$ cat src/rtl/bus_addr_decoder_if.sv
`default_nettype none
// ============================================================================
// Module      : bus_addr_decoder_if
// Description : Bundle of the master-side request/response signals and the
//               slave-side select/acknowledge signals that pass through
//               bus_addr_decoder.
//               slave modport  : the decoder's view of the signals.
//               master modport : the surrounding system's view (the CPU that
//                                drives requests, and the slaves that return
//                                s_ack).
// Revision    : 1.0 - initial release
// ============================================================================
interface bus_addr_decoder_if #(
    parameter int ADDR_W = 12,
    parameter int NREG   = 2
);

    // CPU side
    logic              m_req;
    logic [ADDR_W-1:0] m_addr;
    logic              m_ack;
    logic              m_err;
    logic              busy;
    logic [ADDR_W-1:0] err_addr;

    // Slave side
    logic [NREG-1:0]   s_sel;
    logic [NREG-1:0]   s_ack;

    // The surrounding system drives requests and slave strobes.
    modport master (
        output m_req,
        output m_addr,
        output s_ack,
        input  m_ack,
        input  m_err,
        input  busy,
        input  err_addr,
        input  s_sel
    );

    // The decoder consumes requests and slave strobes.
    modport slave (
        input  m_req,
        input  m_addr,
        input  s_ack,
        output m_ack,
        output m_err,
        output busy,
        output err_addr,
        output s_sel
    );

endinterface
`default_nettype wire

$ cat src/rtl/bus_addr_decoder.sv
`default_nettype none
// ============================================================================
// Module      : bus_addr_decoder
// Description : Registered address decoder and access sequencer between one
//               bus master and NREG slaves.
//               - Each region is a base/mask pair.
//               - The lowest index wins when regions overlap.
//               - Every access runs a req/ack handshake.
//               - An unmapped address returns a one-cycle m_err.
//               Optional feature macro ADDR_DEC_TIMEOUT_EN: an access that
//               sees no slave ack within TIMEOUT cycles is aborted with m_err.
// Revision    : 1.0 - initial release
// ============================================================================
module bus_addr_decoder #(
    parameter int                      ADDR_W   = 12,
    parameter int                      NREG     = 2,
    parameter logic [NREG*ADDR_W-1:0]  REG_BASE = {12'h000, 12'h800},
    parameter logic [NREG*ADDR_W-1:0]  REG_MASK = {12'h800, 12'hC00},
    parameter int                      TIMEOUT  = 15
) (
    input  wire logic          clk,
    input  wire logic          rst,
    bus_addr_decoder_if.slave  bus
);

    // ------------------------------------------------------------------------
    // Parameter sanity
    // ------------------------------------------------------------------------
    localparam bit c_param_ok = (NREG >= 1) && (NREG <= 8) && (TIMEOUT >= 1);

    if (!c_param_ok) begin : g_param_check
        $error("bus_addr_decoder: NREG must be 1..8 and TIMEOUT >= 1");
    end

    // ------------------------------------------------------------------------
    // State machine encoding
    // ------------------------------------------------------------------------
    typedef enum logic [1:0] {
        S_IDLE   = 2'd0,
        S_ACCESS = 2'd1,
        S_RESP   = 2'd2,
        S_ERR    = 2'd3
    } state_t;

    state_t             r_state;
    logic [NREG-1:0]    r_sel;
    logic               r_ack;
    logic               r_err;
    logic               r_busy;
    logic [ADDR_W-1:0]  r_err_addr;

`ifdef ADDR_DEC_TIMEOUT_EN
    // The counter must hold values up to TIMEOUT-1.
    localparam int                c_cnt_w    = (TIMEOUT > 1) ? $clog2(TIMEOUT) : 1;
    localparam logic [c_cnt_w-1:0] c_cnt_last = c_cnt_w'(TIMEOUT - 1);

    logic [c_cnt_w-1:0] r_cnt;
    // The timeout abort reports the captured address, not the live bus.
    logic [ADDR_W-1:0]  r_addr;
`endif

    // ------------------------------------------------------------------------
    // Region decode (combinational, from the live master address)
    // ------------------------------------------------------------------------
    logic [NREG-1:0] w_hit;
    logic [NREG-1:0] w_sel_nxt;
    logic            w_any_hit;
    logic            w_slave_ack;

    for (genvar gi = 0; gi < NREG; gi++) begin : g_region
        localparam logic [ADDR_W-1:0] c_base = REG_BASE[gi*ADDR_W +: ADDR_W];
        localparam logic [ADDR_W-1:0] c_mask = REG_MASK[gi*ADDR_W +: ADDR_W];

        assign w_hit[gi] = ((bus.m_addr & c_mask) == (c_base & c_mask));
    end

    // Isolate the lowest set bit: the lowest-index hit wins, so the select
    // is one-hot or zero.
    assign w_sel_nxt = w_hit & (~w_hit + NREG'(1));
    assign w_any_hit = |w_hit;

    // Only the strobe of the currently selected slave completes an access.
    assign w_slave_ack = |(bus.s_ack & r_sel);

    // ------------------------------------------------------------------------
    // Access sequencer: state, select, response pulses and error address
    // ------------------------------------------------------------------------
    always_ff @(posedge clk or posedge rst) begin
        if (rst) begin
            r_state    <= S_IDLE;
            r_sel      <= '0;
            r_ack      <= 1'b0;
            r_err      <= 1'b0;
            r_busy     <= 1'b0;
            r_err_addr <= '0;
`ifdef ADDR_DEC_TIMEOUT_EN
            r_cnt      <= '0;
            r_addr     <= '0;
`endif
        end else begin
            // Response strobes are single-cycle pulses by default.
            r_ack <= 1'b0;
            r_err <= 1'b0;

            case (r_state)
                S_IDLE: begin
                    if (bus.m_req) begin
                        r_busy <= 1'b1;
`ifdef ADDR_DEC_TIMEOUT_EN
                        r_addr <= bus.m_addr;
                        r_cnt  <= '0;
`endif
                        if (w_any_hit) begin
                            r_state <= S_ACCESS;
                            r_sel   <= w_sel_nxt;
                        end else begin
                            r_state    <= S_ERR;
                            r_err      <= 1'b1;
                            r_err_addr <= bus.m_addr;
                        end
                    end
                end

                S_ACCESS: begin
                    // A slave ack has priority over a simultaneous timeout.
                    if (w_slave_ack) begin
                        r_state <= S_RESP;
                        r_sel   <= '0;
                        r_ack   <= 1'b1;
                    end
`ifdef ADDR_DEC_TIMEOUT_EN
                    else if (r_cnt == c_cnt_last) begin
                        r_state    <= S_ERR;
                        r_sel      <= '0;
                        r_err      <= 1'b1;
                        r_err_addr <= r_addr;
                    end else begin
                        r_cnt <= r_cnt + c_cnt_w'(1);
                    end
`endif
                end

                // The response pulse occupies this cycle; the next request
                // is sampled back in IDLE.
                S_RESP, S_ERR: begin
                    r_state <= S_IDLE;
                    r_busy  <= 1'b0;
                end

                default: begin
                    r_state <= S_IDLE;
                    r_sel   <= '0;
                    r_busy  <= 1'b0;
                end
            endcase
        end
    end

    // ------------------------------------------------------------------------
    // Outputs (all driven straight from registers)
    // ------------------------------------------------------------------------
    assign bus.s_sel    = r_sel;
    assign bus.m_ack    = r_ack;
    assign bus.m_err    = r_err;
    assign bus.busy     = r_busy;
    assign bus.err_addr = r_err_addr;

endmodule
`default_nettype wire

$ cat src/flat_wrapper.sv
// flat-port wrapper written by rule: the top's interface ports become plain ports
module bus_addr_decoder_flat 
#(
    parameter int                      ADDR_W   = 12,
    parameter int                      NREG     = 2,
    parameter logic [NREG*ADDR_W-1:0]  REG_BASE = {12'h000, 12'h800},
    parameter logic [NREG*ADDR_W-1:0]  REG_MASK = {12'h800, 12'hC00},
    parameter int                      TIMEOUT  = 15
)
  (clk, rst, bus_m_req, bus_m_addr, bus_s_ack, bus_m_ack, bus_m_err, bus_busy, bus_err_addr, bus_s_sel);
  bus_addr_decoder_if #(.ADDR_W(ADDR_W), .NREG(NREG)) bus_i ();
  input  wire logic clk;
  input  wire logic rst;
  input wire logic [$bits(bus_i.m_req)-1:0] bus_m_req;
  input wire logic [$bits(bus_i.m_addr)-1:0] bus_m_addr;
  input wire logic [$bits(bus_i.s_ack)-1:0] bus_s_ack;
  output wire logic [$bits(bus_i.m_ack)-1:0] bus_m_ack;
  output wire logic [$bits(bus_i.m_err)-1:0] bus_m_err;
  output wire logic [$bits(bus_i.busy)-1:0] bus_busy;
  output wire logic [$bits(bus_i.err_addr)-1:0] bus_err_addr;
  output wire logic [$bits(bus_i.s_sel)-1:0] bus_s_sel;
  assign bus_i.m_req = bus_m_req;
  assign bus_i.m_addr = bus_m_addr;
  assign bus_i.s_ack = bus_s_ack;
  assign bus_m_ack = bus_i.m_ack;
  assign bus_m_err = bus_i.m_err;
  assign bus_busy = bus_i.busy;
  assign bus_err_addr = bus_i.err_addr;
  assign bus_s_sel = bus_i.s_sel;
  bus_addr_decoder #(.ADDR_W(ADDR_W), .NREG(NREG), .REG_BASE(REG_BASE), .REG_MASK(REG_MASK), .TIMEOUT(TIMEOUT)) u_core (.clk(clk), .rst(rst), .bus(bus_i));
endmodule
$ cat config.mk
export PLATFORM = sky130hd
export DESIGN_NAME = bus_addr_decoder_flat
export DESIGN_NICKNAME = d
export VERILOG_FILES = /design/src/rtl/bus_addr_decoder_if.sv /design/src/rtl/bus_addr_decoder.sv /design/src/flat_wrapper.sv
export SDC_FILE = /design/constraint.sdc
export NUM_CORES = 1
export LEC_CHECK = 0
export BUFFER_PORTS_ARGS = -buffer_cell sky130_fd_sc_hd__buf_4
export CAP_MARGIN = 25
export CORE_MARGIN = 2
export CORE_UTILIZATION = 40
export CTS_CLUSTER_DIAMETER = 60
export CTS_CLUSTER_SIZE = 25
export DETAILED_ROUTE_END_ITERATION = 6
export GPL_TIMING_DRIVEN = 0
export HOLD_SLACK_MARGIN = 0.12
export PLACE_DENSITY = 0.7
export SLEW_MARGIN = 20
export SYNTH_ARGS = -nofsm -noshare
export SYNTH_HDL_FRONTEND = slang
export SYNTH_SLANG_ARGS = --single-unit
$ cat constraint.sdc
create_clock -name clk -period 4.4 [get_ports clk]
set_input_delay 0.66 -clock clk [delete_from_list [all_inputs] [get_ports clk]]
set_output_delay 0.66 -clock clk [all_outputs]
set_load 0.1 [all_outputs]
### Word level (Yosys, flattened, before mapping)

Index checks and enable logic that the tools add are counted.

* word-level logic and storage cells: 44
* bits of input ports: 17
* register bits after elaboration: 19

* equal/unequal tests: 7
* reduce and logical (&&, ||, !) cells: 11
* $add $sub $neg: 1
* muxes and demuxes: 15
* bitwise logic cells: 4

Operator list (number)
* $logic_not A12 Y1: 1
* $mux W2: 6
* $eq A2 B2 Y1 const B: 3
* $mux W1: 6
* $pmux W2 S3: 1
* $reduce_or A2 Y1: 3
* $and A2 B2 Y2: 2
* $ne A2 B1 Y1 const B: 2
* $pmux W2 S2: 1
* $reduce_and A2 Y1: 2
* $reduce_and A4 Y1: 1
* $reduce_bool A2 Y1: 2
* $reduce_and A3 Y1: 1
* $add A2 B1 Y2 const B: 1
* $eq A2 B1 Y1 const B: 1
* $logic_not A2 Y1: 1
* $ne A2 B2 Y1 const B: 1
* $not A2 Y2: 1
* $pmux W1 S2: 1
* $not A1 Y1: 1

### Depth between registers and ports, before layout

Gate-level depths: netlist (run 1).

* depth after elaboration: 7
* mapped depth: 5

### Worst setup path before layout (run 1)

No wires, ideal clock.

* path type: register to register
* from: register u_core.r_sel[0] (netlist: u_core.bus.s_sel[0])
* to: register u_core.r_sel[1] (netlist: u_core.bus.s_sel[1])
* setup time: 130 ps
* arrival time: 1526 ps
* cell stages (with the launch flop): 4
* slack: 2744 ps
* cells stage by stage: dfrtp_1 -> a22oi_1 -> nor3b_1 -> a21oi_1

* longest elaborated chain between the ends: 4

RTL lines
* start: declaration: RTL line bus_addr_decoder.sv:46 `logic [NREG-1:0] r_sel;`
* start signal: assignment: RTL line bus_addr_decoder.sv:115 `r_sel <= w_sel_nxt;`
* $and A2 B2 Y2: RTL line bus_addr_decoder.sv:83 `assign w_slave_ack = |(bus.s_ack & r_sel);`
* $reduce_or A2 Y1: RTL line bus_addr_decoder.sv:83
* $ne A2 B1 Y1 (no source line)
* $reduce_and A4 Y1 (no source line)

No other way between the ends.
A chain may end at the register's enable or synchronous reset.

### Worst setup path in the final report (run 1)

* from: register u_core.r_sel[0] (netlist: u_core.bus.s_sel[0])
* to: output bus_s_sel[0]

RTL lines
* end: declaration: RTL line flat_wrapper.sv:21 `output wire logic [$bits(bus_i.s_sel)-1:0] bus_s_sel;`

No word-level cell between the ends.

==> run summary, run 1 <==
Status: finished clean
Post-synthesis cell count: 53
Via count: 551
Die area: 0.00235 mm2
Final Setup Violations: 0
CTS Buf Count: 3
CTS Hold Bufs: 0
Overflow after GRT: 0
Startpoint Class: flop
Hold Crit Class: primary input to async pin
Type of the worst setup path: flop to output port
P&R area growth vs syn: 39.0%
Crit-path cells: buf_4
Total wire length: 1.42 mm
CP max stage cell: dfrtp_1
Inst Count DP: 113
IO Pins: 34
Number of flops mapped to enable cells by yosys: 0
PortBufs: 33
Slew @ Worst Pin: 678 ps
First-pass GRT wire length: 2.44 mm
Number of distinct library cells after synthesis: 23
CP Buf/Inv Count: 1
Starting Density: 0.412
Clock Latency Late Sink: 300 ps
TritonRoute pass-1 iters: 1
Endpoint class of the critical path: output port
Final hold violations: 0
Wire per inst: 12.2 um
Register area share after synthesis: 0.600
Die Span Y: 48.5 um
Post-Syn Area: 792 um2
Final worst-path cycle share: 0.386
GRT Overall Usage: 0.138
Syn Nets: 70
R2R cell count: 5
Pin count of the biggest net entering global routing: 20
Met2 Wirelength: 679 um
Ys Warns: 0
Clock sinks: 19
Delay-heaviest family, CP: flip-flops
Fin Clk Skew: 11.3 ps
Ys async rst share: 1.00
Max-cap violations: 0
Row Count: 16
Met3 WL post-DR: 97 um
Core ar.: 0.00192 mm2
Max Slew Vio Count: 0
CP required: 3740 ps
CTS H-tree lvls: 1
Layout cells sized above 1: 0.556
Top post-synthesis cells by area: dfrtp_1 (60%), mux2_4 (13%), mux2_2 (2.8%)
Crit Path Max Fanout: 4
Relative slew slack: 0.547
CTS root buffer: clkbuf_4
Vias/cell: 4.71
Final std cells w/o fill: 117
Fmax: 589 MHz
Synth Register Bits: 19
Final RePlAce weighted congestion: 0.651
Initial antenna violation count: 0
Post-CTS Resized: 0
Remaining antenna violation count: 0
Top routing layer in use: met4
WP data arrival: 1040 ps
Nets: 108
Avg Cell Area, Syn: 14.9 um2
CP max stage delay: 420 ps
TritonCTS clock tree: yes
# DRC: 0
Initial DRC Count: 0
RSZ-0062 raised after global routing: no
Worst path depth: 1
Post-CTS Setup Inserts: 0
Synth top area share: 0.600
Minimum clock period: 1700 ps
Longest Clk Path Bufs: 2
Filler cell count: 184
Clock slew at reported path FFs: 110 ps
Ant. Diodes: 0
Fin util: 0.573
Setup TNS: 0 ps
Met1 Wirelength: 632 um
Die width: 48.5 um
Vias in the first global route: 562
Top_reg_cell synth: dfrtp_1
Synth area leader: dfrtp_1
## kinds of logic after synthesis
kind of cell,synth area share
flops,0.600
compound gates,0.0790
mux,0.175
simple gates,0.0964
buf+inv,0.0490
## state kept, by name (all words and copies together) (netlist names)
register,cells
u_core.bus.busy,1
u_core.bus.err_addr,12
u_core.bus.m_ack,1
u_core.bus.m_err,1
u_core.bus.s_sel,2
u_core.r_state,2
## metal layers
layer | global-route usage | up-vias
met2 | 0.222 | 27
li1 | - | 261
met3 | 0.0309 | 2
met4 | 0.0571 | 0
met1 | 0.181 | 261
met5 | 0 | -
## through the flow
step / hold WS [ps] / setup WS (ps) / instance area (um2)
global placement: 453 / 2720 / 1070
finish: 455 / 2700 / 1100
CTS: 476 / 2700 / 1100
floorplan: 494 / 2740 / 792
detailed placement: 453 / 2710 / 1070
global route: 499 / 2670 / 1100
## synthesized netlist by cell type (2+ instances only)
| master | number |
|---|---|
| dfrtp_1 | 19 |
| mux2_4 | 7 |
| a21oi_1 | 4 |
| inv_1 | 2 |
| mux2_2 | 2 |
| or2_1 | 2 |
## cells in the final DEF (no fill, tap or decap), types with 2 or more instances in the layout
| cell type | instances |
|---|---|
| buf_4 | 33 |
| dfrtp_1 | 19 |
| mux2_4 | 7 |
| a21oi_1 | 4 |
| clkbuf_4 | 3 |
| inv_1 | 2 |
| mux2_2 | 2 |
| or2_1 | 2 |
## layout make-up
| cell class | instances | area [um2] | area share |
|---|---|---|---|
| sequential | 19 | 475 | 0.432 |
| multi-input combinational | 30 | 278 | 0.252 |
| timing repair buffer | 33 | 248 | 0.225 |
| tap | 27 | 33.8 | 0.0307 |
| buffer | 2 | 31.3 | 0.0284 |
| clock buffer | 3 | 22.5 | 0.0205 |
| inverter | 2 | 7.51 | 0.00682 |
| clock inverter | 1 | 5.00 | 0.00455 |
## path summary, 6_finish.rpt
kind	start	end	slack, ps
min in group clk	u_core.bus.err_addr[10]	u_core.bus.err_addr[10]	470
max	u_core.bus.s_sel[0]	bus_s_sel[0]	2700
max in group asynchronous	rst	u_core.bus.err_addr[0]	3510
min	rst	u_core.bus.m_err	450
max reg2reg	u_core.r_state[1]	u_core.bus.err_addr[2]	2900
min reg2reg	u_core.bus.err_addr[10]	u_core.bus.err_addr[10]	470
Power of run 1 is left out: the tool's default activity adds up to more than one toggle a clock period on the data nets, which glitch-free logic cannot reach.
==> inputs of run 2 (changes only) <==
--- a/config.mk
+++ b/config.mk
@@ -14,7 +14,7 @@
 export DETAILED_ROUTE_END_ITERATION = 6
 export GPL_TIMING_DRIVEN = 0
 export HOLD_SLACK_MARGIN = 0.12
-export PLACE_DENSITY = 0.7
+export PLACE_DENSITY = 0.73
 export SLEW_MARGIN = 20
 export SYNTH_ARGS = -nofsm -noshare
 export SYNTH_HDL_FRONTEND = slang
==> constraint.sdc (replaced) <==
create_clock -name clk -period 1.4 [get_ports clk]
set_input_delay 0.21 -clock clk [delete_from_list [all_inputs] [get_ports clk]]
set_output_delay 0.21 -clock clk [all_outputs]
set_load 0.1 [all_outputs]
==> run 2 against run 1 <==
The flow now finishes with violations (setup timing). Sequential share of layout area down 4.4 points. Hold slack got worse by 320 ps. Global-route usage up 0.18 points. Sequential cell count did not move. Worst setup slack got worse by 2800 ps. Clock-buffer cell count unchanged. Wire length increased by 16%. Critical endpoint is now u_core.bus.err_addr[4].
==> run summary, run 2 (synthesis gave the netlist of run 1 again) <==
Layout cells sized above 1: 0.573
Clock slew at reported path FFs: 110 ps
RSZ-0062 raised after global routing: yes
Final HPWL DP: 1.03 mm
CTS H-tree lvls: 1
Row Count: 16
Relative slew slack: 0.536
Failing checks: setup timing
Remaining antenna violation count: 0
Starting Density: 0.412
CTS Buf Count: 3
Met1 Wirelength: 689 um
Max-cap violations: 0
CTS root buffer: clkbuf_4
Met3 WL post-DR: 86 um
Final RePlAce weighted congestion: 0.773
Max FFs per register: 12
Initial antenna violation count: 0
Met2 Wirelength: 861 um
Wire per inst: 12.7 um
CP max stage delay: 390 ps
GRT Overall Usage: 0.140
Final worst-path cycle share: 1.04
Ant. Diodes: 0
Final Setup Violations: 8
Slew @ Worst Pin: 696 ps
Most common cell after layout, fill and taps aside: buf_4
Die area: 0.00235 mm2
Core ar.: 0.00192 mm2
First-pass GRT wire length: 2.52 mm
TritonCTS clock tree: yes
Vias/cell: 4.64
Startpoint Class: flop
Clock sinks: 19
Via count: 603
PortBufs: 33
Longest Clk Path Bufs: 2
Pin count of the biggest net entering global routing: 20
Top routing layer in use: met4
Total wire length: 1.66 mm
Die Span Y: 48.5 um
Hold Crit Class: primary input to flop
CP max stage cell: dfrtp_1
# DRC: 0
TritonRoute pass-1 iters: 4
WP data arrival: 1660 ps
Max Slew Vio Count: 0
CP required: 1600 ps
Initial DRC Count: 11
Minimum clock period: 1460 ps
Status: complete, but fails checks
Clock Latency Late Sink: 300 ps
Type of the worst setup path: flop to flop
Die width: 48.5 um
Setup TNS: -410 ps
Endpoint class of the critical path: flop
IO Pins: 34
Commonest non-fill, non-tap cells in the layout: buf_4 (39), dfrtp_1 (17), mux2_4 (7)
Crit-path cells: buf_6 > or2_4 > nor2_8 > clkbuf_16 > mux2_4
Setup crit start: u_core.r_state[1]
Overflow after GRT: 0
Fin Clk Skew: 4.95 ps
Final worst setup slack: -60.8 ps
Hold_sp: bus_m_addr[2]
Worst reg2reg startpoint: u_core.r_state[1]
Crit Path Max Fanout: 5
Fmax: 685 MHz
Vias in the first global route: 532
Nets: 121
Final hold violations: 0
P&R area growth vs syn: 55.8%
[run 2: what timing repair did]
action,CTS,global route
cloned,0,1
endpoints found under the setup margin,7,7
hold buffers,2,4
buffers inserted,0,6
hold endpoints to repair,20,4
gates resized for setup,0,0
[run 2: stage by stage]
| step | worst slack [ps] | std cells | hold slack, ps | instance area (um2) | util |
|---|---|---|---|---|---|
| 6_report | -60.8 | 130 | 134 | 1230 | 0.642 |
| 5_1_grt | -95.3 | 130 | 120 | 1230 | 0.642 |
| 4_1_cts | -66.4 | 119 | 130 | 1120 | 0.585 |
| 3_5_place_dp | -50.6 | 113 | 365 | 1080 | 0.560 |
| 3_3_place_gp | -35.7 | 113 | 360 | 1080 | 0.560 |
| 2_1_floorplan | 9.83 | 53 | 161 | 795 | - |
[run 2: area by class of cell]
class,instances,area [um2]
plain buffers,2,31.3
clock buffers,3,22.5
clock inverters,1,5.00
fillers,160,688
inverters,2,7.51
multi-input cells,30,278
flip-flops and latches,19,478
well taps,27,33.8
repair buffers,46,378
[run 2: per-layer routing]
metal / global-route usage / vias to the layer above
met4: 0.0571 / 0
met5: 0 / -
li1: - / 288
met2: 0.213 / 21
met1: 0.174 / 291
met3: 0.0617 / 3
[run 2: final timing paths]
path	slack [ps]	cells after the start	to
min	130	2	u_core.bus.err_addr[2]
max in group asynchronous	350	3	u_core.bus.s_sel[0]
min in group asynchronous	560	3	u_core.bus.err_addr[4]
min reg2reg	490	1	u_core.bus.err_addr[10]
max	-60	5	u_core.bus.err_addr[4]
max reg2reg	-60	5	u_core.bus.err_addr[4]
[run 2: worst max-delay path: cells and delay by family, from the launching register on]
kind / cells / cell delay [ps]
buf+inv: 2 / 280
simple gates: 2 / 400
flops: 1 / 390
mux: 1 / 290
Power of run 2 is left out for the same reason.
